===== config.mk =====
export PLATFORM = sky130hd
export DESIGN_NAME = rmi_sched_reader_flat
export DESIGN_NICKNAME = d
export VERILOG_FILES = /design/src/rtl/rmi_sched_reader_pkg.sv /design/src/rtl/rmi_sched_reader_if.sv /design/src/rtl/rmi_sched_reader_skid_fifo.sv /design/src/rtl/rmi_sched_reader.sv /design/src/flat_wrapper.sv
export SDC_FILE = /design/constraint.sdc
export NUM_CORES = 1
export LEC_CHECK = 0
export ABC_CLOCK_PERIOD_IN_PS = 2200
export CAP_MARGIN = 20
export CORE_ASPECT_RATIO = 0.9
export CORE_MARGIN = 1
export CORE_UTILIZATION = 40
export CTS_CLUSTER_DIAMETER = 80
export DETAILED_ROUTE_END_ITERATION = 16
export PLACE_DENSITY_LB_ADDON = 0.15
export SLEW_MARGIN = 10
export SYNTH_ARGS = -nofsm -noshare
export SYNTH_HDL_FRONTEND = slang
export SYNTH_SLANG_ARGS = --single-unit

===== constraint.sdc =====
create_clock -name clk -period 2.2 [get_ports clk]
set_input_delay 0.44 -clock clk [delete_from_list [all_inputs] [get_ports clk]]
set_output_delay 0.44 -clock clk [all_outputs]
set_load 0.02 [all_outputs]

===== src/rtl/rmi_sched_reader_pkg.sv =====
// rmi_sched_reader_pkg: shared state encoding, bank constants and default widths for the RMI schedule reader and writer
package rmi_pkg;
    localparam int RMI_ADDR_W = 32;
    localparam int RMI_DATA_W = 32;
    localparam logic BANK1 = 1'b1;
    localparam logic BANK2 = 1'b0;
    typedef enum logic [1:0] {ST_IDLE, ST_READ, ST_DRAIN} state_t;
endpackage


===== src/rtl/rmi_sched_reader_if.sv =====
// rmi_sched_reader_if: bank-select/start control, both BRAM read ports and the schedule stream of the reader
interface rmi_sched_if #(
    parameter int ADDR_W = 32,
    parameter int DATA_W = 32
);
    logic              selMem;
    logic              start;
    logic              rdEn1;
    logic [ADDR_W-1:0] rdAdd1;
    logic [DATA_W-1:0] rdData1;
    logic              rdEn2;
    logic [ADDR_W-1:0] rdAdd2;
    logic [DATA_W-1:0] rdData2;
    logic              schedValid;
    logic              schedReady;
    logic [DATA_W-1:0] schedData;
    logic [ADDR_W-1:0] schedIdx;
    logic              busy;
    logic              done;
    logic              bankActive;
    modport master (
        input  selMem, start, rdData1, rdData2, schedReady,
        output rdEn1, rdAdd1, rdEn2, rdAdd2, schedValid, schedData, schedIdx, busy, done, bankActive
    );
    modport slave (
        output selMem, start, rdData1, rdData2, schedReady,
        input  rdEn1, rdAdd1, rdEn2, rdAdd2, schedValid, schedData, schedIdx, busy, done, bankActive
    );
endinterface


===== src/rtl/rmi_sched_reader_skid_fifo.sv =====
// rmi_skid_fifo: 2-entry FIFO that absorbs BRAM read latency behind the schedule stream
module rmi_skid_fifo #(
    parameter int DATA_W = 32
) (
    input  logic              clk,
    input  logic              rst,
    input  logic              push_i,
    input  logic              pop_i,
    input  logic [DATA_W-1:0] din_i,
    output logic [DATA_W-1:0] dout_o,
    output logic [1:0]        count_o
);
    logic [DATA_W-1:0] mem_q [2];
    logic              wr_q;
    logic              rd_q;
    logic [1:0]        cnt_q;
    assign dout_o  = mem_q[rd_q];
    assign count_o = cnt_q;
    // storage and pointers; callers never push when full nor pop when empty
    always_ff @(posedge clk) begin
        if (rst) begin
            mem_q[0] <= '0;
            mem_q[1] <= '0;
            wr_q     <= 1'b0;
            rd_q     <= 1'b0;
            cnt_q    <= 2'd0;
        end else begin
            if (push_i) mem_q[wr_q] <= din_i;
            wr_q  <= wr_q ^ push_i;
            rd_q  <= rd_q ^ pop_i;
            cnt_q <= cnt_q + 2'(push_i) - 2'(pop_i);
        end
    end
endmodule


===== src/rtl/rmi_sched_reader.sv =====
// rmi_sched_reader: streams one schedule pass from the active BRAM; RMI_SCHED_LOOP_EN makes passes repeat back-to-back
module rmi_sched_reader
    import rmi_pkg::*;
#(
    parameter int ADDR_W    = RMI_ADDR_W,
    parameter int DATA_W    = RMI_DATA_W,
    parameter int SCHED_LEN = 6
) (
    input logic          clk,
    input logic          rst,
    rmi_sched_if.master  bus
);
    localparam logic [ADDR_W-1:0] LAST = ADDR_W'(SCHED_LEN - 1);
    state_t            st_q;
    logic [ADDR_W-1:0] issued_q;
    logic [ADDR_W-1:0] idx_q;
    logic              bank_q;
    logic              rd_vld_q;
    logic              rd_bank_q;
    logic              busy_q;
    logic              done_q;
    logic [1:0]        cnt;
    logic [DATA_W-1:0] head;
    logic              pop;
    logic              issue;
    logic              last_iss;
    logic              last_pop;
    logic              rd_en1;
    logic              rd_en2;
    // a read may issue only if its word is sure to find a free slot, counting the slot freed by this cycle's pop
    assign pop      = (cnt != 2'd0) && bus.schedReady;
    assign issue    = (st_q == ST_READ) && (({1'b0, cnt} + {2'b0, rd_vld_q}) < (3'd2 + {2'b0, pop}));
    assign last_iss = issued_q == LAST;
    assign last_pop = pop && (idx_q == LAST);
    assign rd_en1   = issue && (bank_q == BANK1);
    assign rd_en2   = issue && (bank_q == BANK2);
    assign bus.rdEn1      = rd_en1;
    assign bus.rdAdd1     = rd_en1 ? issued_q : '0;
    assign bus.rdEn2      = rd_en2;
    assign bus.rdAdd2     = rd_en2 ? issued_q : '0;
    assign bus.schedValid = cnt != 2'd0;
    assign bus.schedData  = head;
    assign bus.schedIdx   = idx_q;
    assign bus.busy       = busy_q;
    assign bus.done       = done_q;
    assign bus.bankActive = bank_q;
    rmi_skid_fifo #(.DATA_W(DATA_W)) u_fifo (
        .clk     (clk),
        .rst     (rst),
        .push_i  (rd_vld_q),
        .pop_i   (pop),
        .din_i   (rd_bank_q == BANK1 ? bus.rdData1 : bus.rdData2),
        .dout_o  (head),
        .count_o (cnt)
    );
    // pass sequencing: bank latch, read issue counter, output index and status flags
    always_ff @(posedge clk) begin
        if (rst) begin
            st_q      <= ST_IDLE;
            issued_q  <= '0;
            idx_q     <= '0;
            bank_q    <= BANK1;
            rd_vld_q  <= 1'b0;
            rd_bank_q <= BANK1;
            busy_q    <= 1'b0;
            done_q    <= 1'b0;
        end else begin
            rd_vld_q  <= issue;
            rd_bank_q <= bank_q;
            done_q    <= last_pop;
            if (pop) idx_q <= last_pop ? '0 : idx_q + ADDR_W'(1);
            case (st_q)
                ST_IDLE: if (bus.start && !done_q) begin
                    bank_q   <= bus.selMem;
                    issued_q <= '0;
                    idx_q    <= '0;
                    busy_q   <= 1'b1;
                    st_q     <= ST_READ;
                end
                ST_READ: if (issue) begin
`ifdef RMI_SCHED_LOOP_EN
                    issued_q <= last_iss ? '0 : issued_q + ADDR_W'(1);
                    if (last_iss) bank_q <= bus.selMem;
`else
                    issued_q <= issued_q + ADDR_W'(1);
                    if (last_iss) st_q <= ST_DRAIN;
`endif
                end
                ST_DRAIN: if (last_pop) begin
                    st_q   <= ST_IDLE;
                    busy_q <= 1'b0;
                end
                default: st_q <= ST_IDLE;
            endcase
        end
    end
endmodule


===== src/flat_wrapper.sv =====
// flat-port wrapper written by rule: the top's interface ports become plain ports
module rmi_sched_reader_flat import rmi_pkg::*;
#(
    parameter int ADDR_W    = RMI_ADDR_W,
    parameter int DATA_W    = RMI_DATA_W,
    parameter int SCHED_LEN = 6
)
  (clk, rst, bus_selMem, bus_start, bus_rdData1, bus_rdData2, bus_schedReady, bus_rdEn1, bus_rdAdd1, bus_rdEn2, bus_rdAdd2, bus_schedValid, bus_schedData, bus_schedIdx, bus_busy, bus_done, bus_bankActive);
  rmi_sched_if #(.ADDR_W(ADDR_W), .DATA_W(DATA_W)) bus_i ();
  input logic clk;
  input logic rst;
  input wire logic [$bits(bus_i.selMem)-1:0] bus_selMem;
  input wire logic [$bits(bus_i.start)-1:0] bus_start;
  input wire logic [$bits(bus_i.rdData1)-1:0] bus_rdData1;
  input wire logic [$bits(bus_i.rdData2)-1:0] bus_rdData2;
  input wire logic [$bits(bus_i.schedReady)-1:0] bus_schedReady;
  output wire logic [$bits(bus_i.rdEn1)-1:0] bus_rdEn1;
  output wire logic [$bits(bus_i.rdAdd1)-1:0] bus_rdAdd1;
  output wire logic [$bits(bus_i.rdEn2)-1:0] bus_rdEn2;
  output wire logic [$bits(bus_i.rdAdd2)-1:0] bus_rdAdd2;
  output wire logic [$bits(bus_i.schedValid)-1:0] bus_schedValid;
  output wire logic [$bits(bus_i.schedData)-1:0] bus_schedData;
  output wire logic [$bits(bus_i.schedIdx)-1:0] bus_schedIdx;
  output wire logic [$bits(bus_i.busy)-1:0] bus_busy;
  output wire logic [$bits(bus_i.done)-1:0] bus_done;
  output wire logic [$bits(bus_i.bankActive)-1:0] bus_bankActive;
  assign bus_i.selMem = bus_selMem;
  assign bus_i.start = bus_start;
  assign bus_i.rdData1 = bus_rdData1;
  assign bus_i.rdData2 = bus_rdData2;
  assign bus_i.schedReady = bus_schedReady;
  assign bus_rdEn1 = bus_i.rdEn1;
  assign bus_rdAdd1 = bus_i.rdAdd1;
  assign bus_rdEn2 = bus_i.rdEn2;
  assign bus_rdAdd2 = bus_i.rdAdd2;
  assign bus_schedValid = bus_i.schedValid;
  assign bus_schedData = bus_i.schedData;
  assign bus_schedIdx = bus_i.schedIdx;
  assign bus_busy = bus_i.busy;
  assign bus_done = bus_i.done;
  assign bus_bankActive = bus_i.bankActive;
  rmi_sched_reader #(.ADDR_W(ADDR_W), .DATA_W(DATA_W), .SCHED_LEN(SCHED_LEN)) u_core (.clk(clk), .rst(rst), .bus(bus_i));
endmodule

==> metrics.yaml, run 1 <==
floorplan:
  initial_core_util: 0.412
  die_area_sq_um: 18100
  die-width_um: 142
  io_pins: 203
  die_y_um: 128
  num_rows: 45
  core_sq_um: 17000
sta:
  skew_ns: 0.00877
  fmax_mhz: 390
  setup-violations-final: 71
  grt_setup_unrepaired: "true"
  setup_ws_ns: -0.362
  relSlewSlack: 0.616
  hold_violations: 0
  period_needed_ns: 2.56
  finalCritPeriodShare: 1.16
  slew_viol_final: 0
  tightestPinTransition_ns: 0.568
synthesis:
  synth_ff_type: "dfxtp_1"
  yosys-top-cells-count: "nor2_1, dfxtp_1, edfxtp_1"
  avgSynthCellArea_sq_um: 9.76
  synth_edf_count: 64
  syn-num-nets: 795
  synthesis.area_sq_um: 7010
  synth.distinct_cells: 46
  async_flop_share: 0
  ys_ff_latch: 139
  postSynthCellCount: 718
  synth_area_leaders: "edfxtp_1, dfxtp_1, nor2_1, mux2_2, and2_1"
  yosysWarnings: 0
  synth_largest_area_cell: "edfxtp_1"
  synth_top_area_frac: 0.274
  ys_seq_area_frac: 0.488
  yosysMostFrequentCell: "nor2_1"
layout:
  area_growth_pct: 55.1
  finalNetCount: 1049
  fin_cells: 1220
  diodes: 0
  drive_above_1_share: 0.333
  finish.utilization: 0.639
cts:
  cts_sinks: 139
  clock_latency_ns: 0.41
  clkTransAtPathRegs_ns: 0.06
  cts-root-buf: "clkbuf_16"
  cts_tree: "built"
  cts_buffers: 17
  clk_path_buf_depth: 2
  cts_hold_buffers: 0
  h-tree-depth: 4
setup_path:
  r2r_slack_ns: -0.12
  r2r-end: "u_core.issued_q[28]"
  worst_ep_arrival_time_ns: 2.12
  rr_startpoint: "u_core.u_fifo.count_o[0]"
  cp_data_required_time_ns: 1.76
  crit_type: "reg -> out"
  reg2reg_depth: 8
  startpoint_type: "flop"
  cp-end-kind: "output pin"
  path_max_fanout: 7
min_path:
  hold_start: "u_core.bus.busy"
  holdPathEnd: "u_core.bus.busy"
  holdPathStages: 2
  hold_class: "reg -> reg"
global_routing:
  grt_max_degree: 33
  antenna_found_initial: 0
  track_usage: 0.223
  grt_pass1_wl_um: 31300
  grt_pass1_vias: 6103
  grt-ovfl-total: 0
outcome:
  status: "finished with violations"
  violations: "negative setup slack"
routing:
  avgRoutedWirePerCell_um: 16.8
  drt-pass1-iter-count: 5
  drt_iter0_drc: 368
  routed_wl_um: 20500
  vias: 6288
  via_per_inst: 5.15
  route.detailed.drc: 0
  ant_nets: 0
place:
  hpwlAfterDp_um: 13400
  numPortBuffers: 202
  globalplace.congestion: 0.878
  dp.cells: 1172
power_and_ir_drop:
  p_leak_nw: 4.31
  power.density_nw_per_um2: 661
  peakVddDrop_mv: 0.577
job:
  maxCapViolations: 0
## per-layer routing
metal / global-route usage / vias to the layer above / share of wire
met2: 0.367 / 201 / 0.48
met4: 0.0664 / 0 / 0.010
met1: 0.281 / 3015 / 0.43
met3: 0.0690 / 18 / 0.072
met5: 0 / - / 0
li1: - / 3054 / -
## where the power goes
| group | switching [mW] | internal, mW | leakage [nW] | total, mW |
|---|---|---|---|---|
| Clock | 1.12 | 1.55 | 0.249 | 2.67 |
| Sequential | 0.0584 | 2.82 | 1.27 | 2.88 |
| Combinational | 0.820 | 0.816 | 2.79 | 1.64 |
| Total | 1.99 | 5.19 | 4.31 | 7.18 |
## cells by family (layout without fill, tap and decap cells)
kind of cell,Yosys count,after routing,share of synthesized area
DFF,139,139,0.488
xor gates and xnor gates,43,43,0.0537
muxes,65,65,0.0985
buffers and inverters,58,324,0.0323
and+or+nand+nor,348,349,0.263
adders and majority gates,8,8,0.0143
AOI/OAI and AO/OA,57,57,0.0500
## flip-flops by register name, indices dropped and copies added (netlist names)
| signal | count |
|---|---|
| u_core.rd_vld_q | 1 |
| u_core.u_fifo.count_o | 2 |
| u_core.u_fifo.wr_q | 1 |
| u_core.st_q | 2 |
| u_core.rd_bank_q | 1 |
| u_core.issued_q | 32 |
| u_core.u_fifo.mem_q | 64 |
| u_core.bus.done | 1 |
| u_core.u_fifo.rd_q | 1 |
| u_core.bus.busy | 1 |
| u_core.bus.bankActive | 1 |
| u_core.bus.schedIdx | 32 |
## metrics by stage
stage	TNS (ns)	area, sq um	power (mW)	setup WS, ns	hold WS, ns
after detailed placement	-67.19	9720	4.40	-0.849	0.495
after CTS	-19.40	10700	7.23	-0.335	0.513
after global placement	-60.93	9720	4.36	-0.757	0.480
after global routing	-24.82	10900	7.47	-0.413	0.534
final	-19.75	10900	7.18	-0.362	0.509
after floorplan	0	7040	3.67	0.00649	0.469
## worst max-delay path, stage by stage, from the launching register on
cell and delay, ns:
dfxtp_2 0.33, ha_4 0.16, ha_4 0.21, o21ai_2 0.06
nand3b_1 0.14, buf_6 0.15, nor2_4 0.10, buf_6 0.15
buf_16 0.14, and2_4 0.15, buf_6 0.11
## what timing repair did
item | in CTS | in global routing
gates resized for setup | 528 | 52
pin swaps | 17 | 13
setup buffers | 7 | 4
cloned | 6 | 1
setup endpoints to repair | 116 | 106
## cell type report
type	instances	area (sq um)
Clock buffer	18	429
Clock inverter	14	124
Fill cell	1400	6130
Inverter	13	48.8
Multi-Input combinational cell	522	3750
Sequential cell	139	3430
Tap cell	235	294
Timing Repair Buffer	279	2800
## worst max-delay path by stage
stage	start	to	slack, ns	depth (start not counted)
2_1_floorplan	u_core.u_fifo.count_o[0]	u_core.issued_q[27]	0.006	8
3_3_place_gp	bus_schedReady	bus_rdAdd1[11]	-0.76	8
3_5_place_dp	bus_schedReady	bus_rdAdd1[23]	-0.85	8
4_1_cts	u_core.u_fifo.count_o[0]	bus_rdAdd1[6]	-0.34	10
5_1_grt	u_core.u_fifo.count_o[0]	bus_rdAdd1[20]	-0.41	10
6_report	u_core.u_fifo.count_o[0]	bus_rdAdd1[20]	-0.36	10
## cells in the final DEF, fill, tap and decap left out, drive strengths merged, types with 19 or more instances in the layout
master	netlist	layout
edfxtp	64	64
and2	57	57
xnor2	24	24
buf	12	142
a21oi	24	24
mux2	32	32
nand3	26	26
xor2	19	19
mux2i	33	33
dfxtp	75	75
clkbuf	33	30
nor4	23	23
nor2	128	128
nand2	24	24
clkdlybuf4s50	0	103
(Power assumes the default switching activity.)
==> run 2, diff against run 1 <==
--- a/config.mk
+++ b/config.mk
@@ -6,7 +6,6 @@
 export NUM_CORES = 1
 export LEC_CHECK = 0
 export ABC_CLOCK_PERIOD_IN_PS = 2200
-export CAP_MARGIN = 20
 export CORE_ASPECT_RATIO = 0.9
 export CORE_MARGIN = 1
 export CORE_UTILIZATION = 40
==> results of run 2 <==
Same layout as run 1: the final DEF is identical, and so are final timing and power.
==> run 3, diff against run 2 <==
--- a/config.mk
+++ b/config.mk
@@ -6,11 +6,13 @@
 export NUM_CORES = 1
 export LEC_CHECK = 0
 export ABC_CLOCK_PERIOD_IN_PS = 2200
+export CAP_MARGIN = 25
 export CORE_ASPECT_RATIO = 0.9
 export CORE_MARGIN = 1
 export CORE_UTILIZATION = 40
 export CTS_CLUSTER_DIAMETER = 80
 export DETAILED_ROUTE_END_ITERATION = 16
+export GPL_TIMING_DRIVEN = 0
 export PLACE_DENSITY_LB_ADDON = 0.15
 export SLEW_MARGIN = 10
 export SYNTH_ARGS = -nofsm -noshare
==> metrics.yaml, run 3 (synthesis gave the netlist of run 1 again) <==
outcome:
  status: "finished with violations"  # unchanged
  violations: "negative setup slack"  # unchanged
place:
  globalplace.congestion: 0.834  # was 0.878
  hpwlAfterDp_um: 13000  # was 13400 um
  place_area_sq_um: 9350  # was 9720 sq um
  numPortBuffers: 201  # was 202
sta:
  hold-worst-slack_ns: 0.431  # was 0.509 ns
  slew_viol_final: 0  # unchanged
  tightestPinTransition_ns: 0.783  # was 0.568 ns
  setup-violations-final: 73  # was 71
  relSlewSlack: 0.478  # was 0.616
  fmax_mhz: 378  # was 390 MHz
  period_needed_ns: 2.64  # was 2.56 ns
  finalCritPeriodShare: 1.20  # was 1.16
  setup_ws_ns: -0.443  # was -0.362 ns
  hold_violations: 0  # unchanged
  skew_ns: 0.00711  # was 0.00877 ns
  grt_setup_unrepaired: "true"  # unchanged
floorplan:
  die_y_um: 128  # unchanged
  io_pins: 203  # unchanged
  die_area_sq_um: 18100  # unchanged
  core_sq_um: 17000  # unchanged
  num_rows: 45  # unchanged
  die-width_um: 142  # unchanged
  initial_core_util: 0.412  # unchanged
setup_path:
  startpoint_type: "flop"  # unchanged
  cp-end-kind: "output pin"  # unchanged
  crit_type: "reg -> out"  # unchanged
  worst_ep_arrival_time_ns: 2.20  # was 2.12 ns
  path_max_fanout: 5  # was 7
  cp_data_required_time_ns: 1.76  # about the same
routing:
  drt_iter0_drc: 373  # was 368
  drt-pass1-iter-count: 5  # unchanged
  ant_nets: 0  # unchanged
  vias: 6116  # was 6288
  route.detailed.drc: 0  # unchanged
  via_per_inst: 5.05  # was 5.15
  routed_wl_um: 19300  # was 20500 um
  avgRoutedWirePerCell_um: 15.9  # was 16.8 um
cts:
  cts_buffers: 17  # unchanged
  h-tree-depth: 4  # unchanged
  cts_tree: "built"  # unchanged
  clkTransAtPathRegs_ns: 0.06  # about the same
  clock_latency_ns: 0.42  # was 0.41 ns
  cts-root-buf: "clkbuf_16"  # unchanged
  clk_path_buf_depth: 2  # unchanged
  cts_sinks: 139  # unchanged
layout:
  regMostFlops: "u_core.u_fifo.mem_q"  # unchanged
  drive_above_1_share: 0.277  # was 0.333
  final_cell_mix: "nor2_1, clkdlybuf4s50_1, buf_6"  # was nor2_1, clkdlybuf4s50_1, dfxtp_1
  layout.cells.most_common: "nor2_1"  # unchanged
  largest_reg_flops: 64  # unchanged
  finish.utilization: 0.625  # was 0.639
  diodes: 0  # unchanged
  final_area_sq_um: 10600  # was 10900 sq um
  finalNetCount: 1039  # was 1049
  area_growth_pct: 51.6  # was 55.1%
power_and_ir_drop:
  power.density_nw_per_um2: 670  # was 661 nW/um^2
  p_leak_nw: 4.20  # was 4.31 nW
  peakVddDrop_mv: 0.583  # was 0.577 mV
global_routing:
  antenna_found_initial: 1  # was 0
  met2_usage: 0.334  # was 0.367
  grt-ovfl-total: 0  # unchanged
  grt_util_met3: 0.0600  # was 0.0690
  grt_pass1_wl_um: 30200  # was 31300 um
  track_usage: 0.217  # was 0.223
  busiest_layer: "met2"  # unchanged
  grt_max_degree: 33  # unchanged
  grt_pass1_vias: 5677  # was 6103
  grt_util_met1: 0.302  # was 0.281
min_path:
  hold_class: "in -> reg"  # was reg -> reg
job:
  maxCapViolations: 0  # unchanged
-- run 3: power breakdown --
group          switching [mW]  internal, mW  total (mW)  leakage (nW)
Clock                    1.08          1.65        2.72         0.264
Combinational           0.771         0.721        1.49          2.66
Sequential             0.0779          2.83        2.91          1.28
Total                    1.93          5.19        7.12          4.20
-- run 3: worst paths after layout --
kind | startpoint | endpoint | slack, ns | cells after the start
max | u_core.rd_vld_q | bus_rdAdd1[17] | -0.44 | 11
min | rst | u_core.u_fifo.count_o[0] | 0.43 | 2
max reg2reg | u_core.rd_vld_q | u_core.issued_q[27] | -0.08 | 8
min reg2reg | u_core.bus.busy | u_core.bus.busy | 0.49 | 2
-- run 3: final cells by class --
class | count | area, sq um
fill | 1463 | 6380
multi-input combinational | 521 | 3670
sequential | 139 | 3440
timing repair buffer | 231 | 2360
clock buffer | 18 | 429
tap | 235 | 294
buffer | 39 | 249
clock inverter | 14 | 130
inverter | 13 | 48.8
-- run 3: critical path: stages, from the launching register on --
cell and delay, ns:
dfxtp_4 0.35, ha_4 0.16, ha_4 0.24, o21ai_4 0.06
nand3b_1 0.11, buf_6 0.14, nor2_4 0.12, buf_12 0.13
buf_8 0.12, buf_8 0.11, and2_4 0.14, buf_6 0.11
-- run 3: metal layers --
layer	wire length (um)	vias to the layer above
li1	-	3027
met1	9050	2891
met2	8710	178
met3	1360	18
met4	153	2
met5	13	-
-- run 3: metrics by stage --
step	power (mW)	setup TNS, ns	worst slack, ns	std cells
2_1_floorplan	3.67	0	0.00649	718
3_3_place_gp	4.25	-131.95	-1.37	1154
3_5_place_dp	4.26	-116.00	-1.37	1154
4_1_cts	7.11	-28.22	-0.582	1207
5_1_grt	7.40	-30.30	-0.528	1210
6_report	7.12	-24.01	-0.443	1210
-- run 3: what timing repair did --
item,CTS,global route
resized for setup,538,48
hold buffers,0,0
pin swaps,6,8
gates cloned,5,0
setup buffers,18,8
endpoints found under the setup margin,160,121
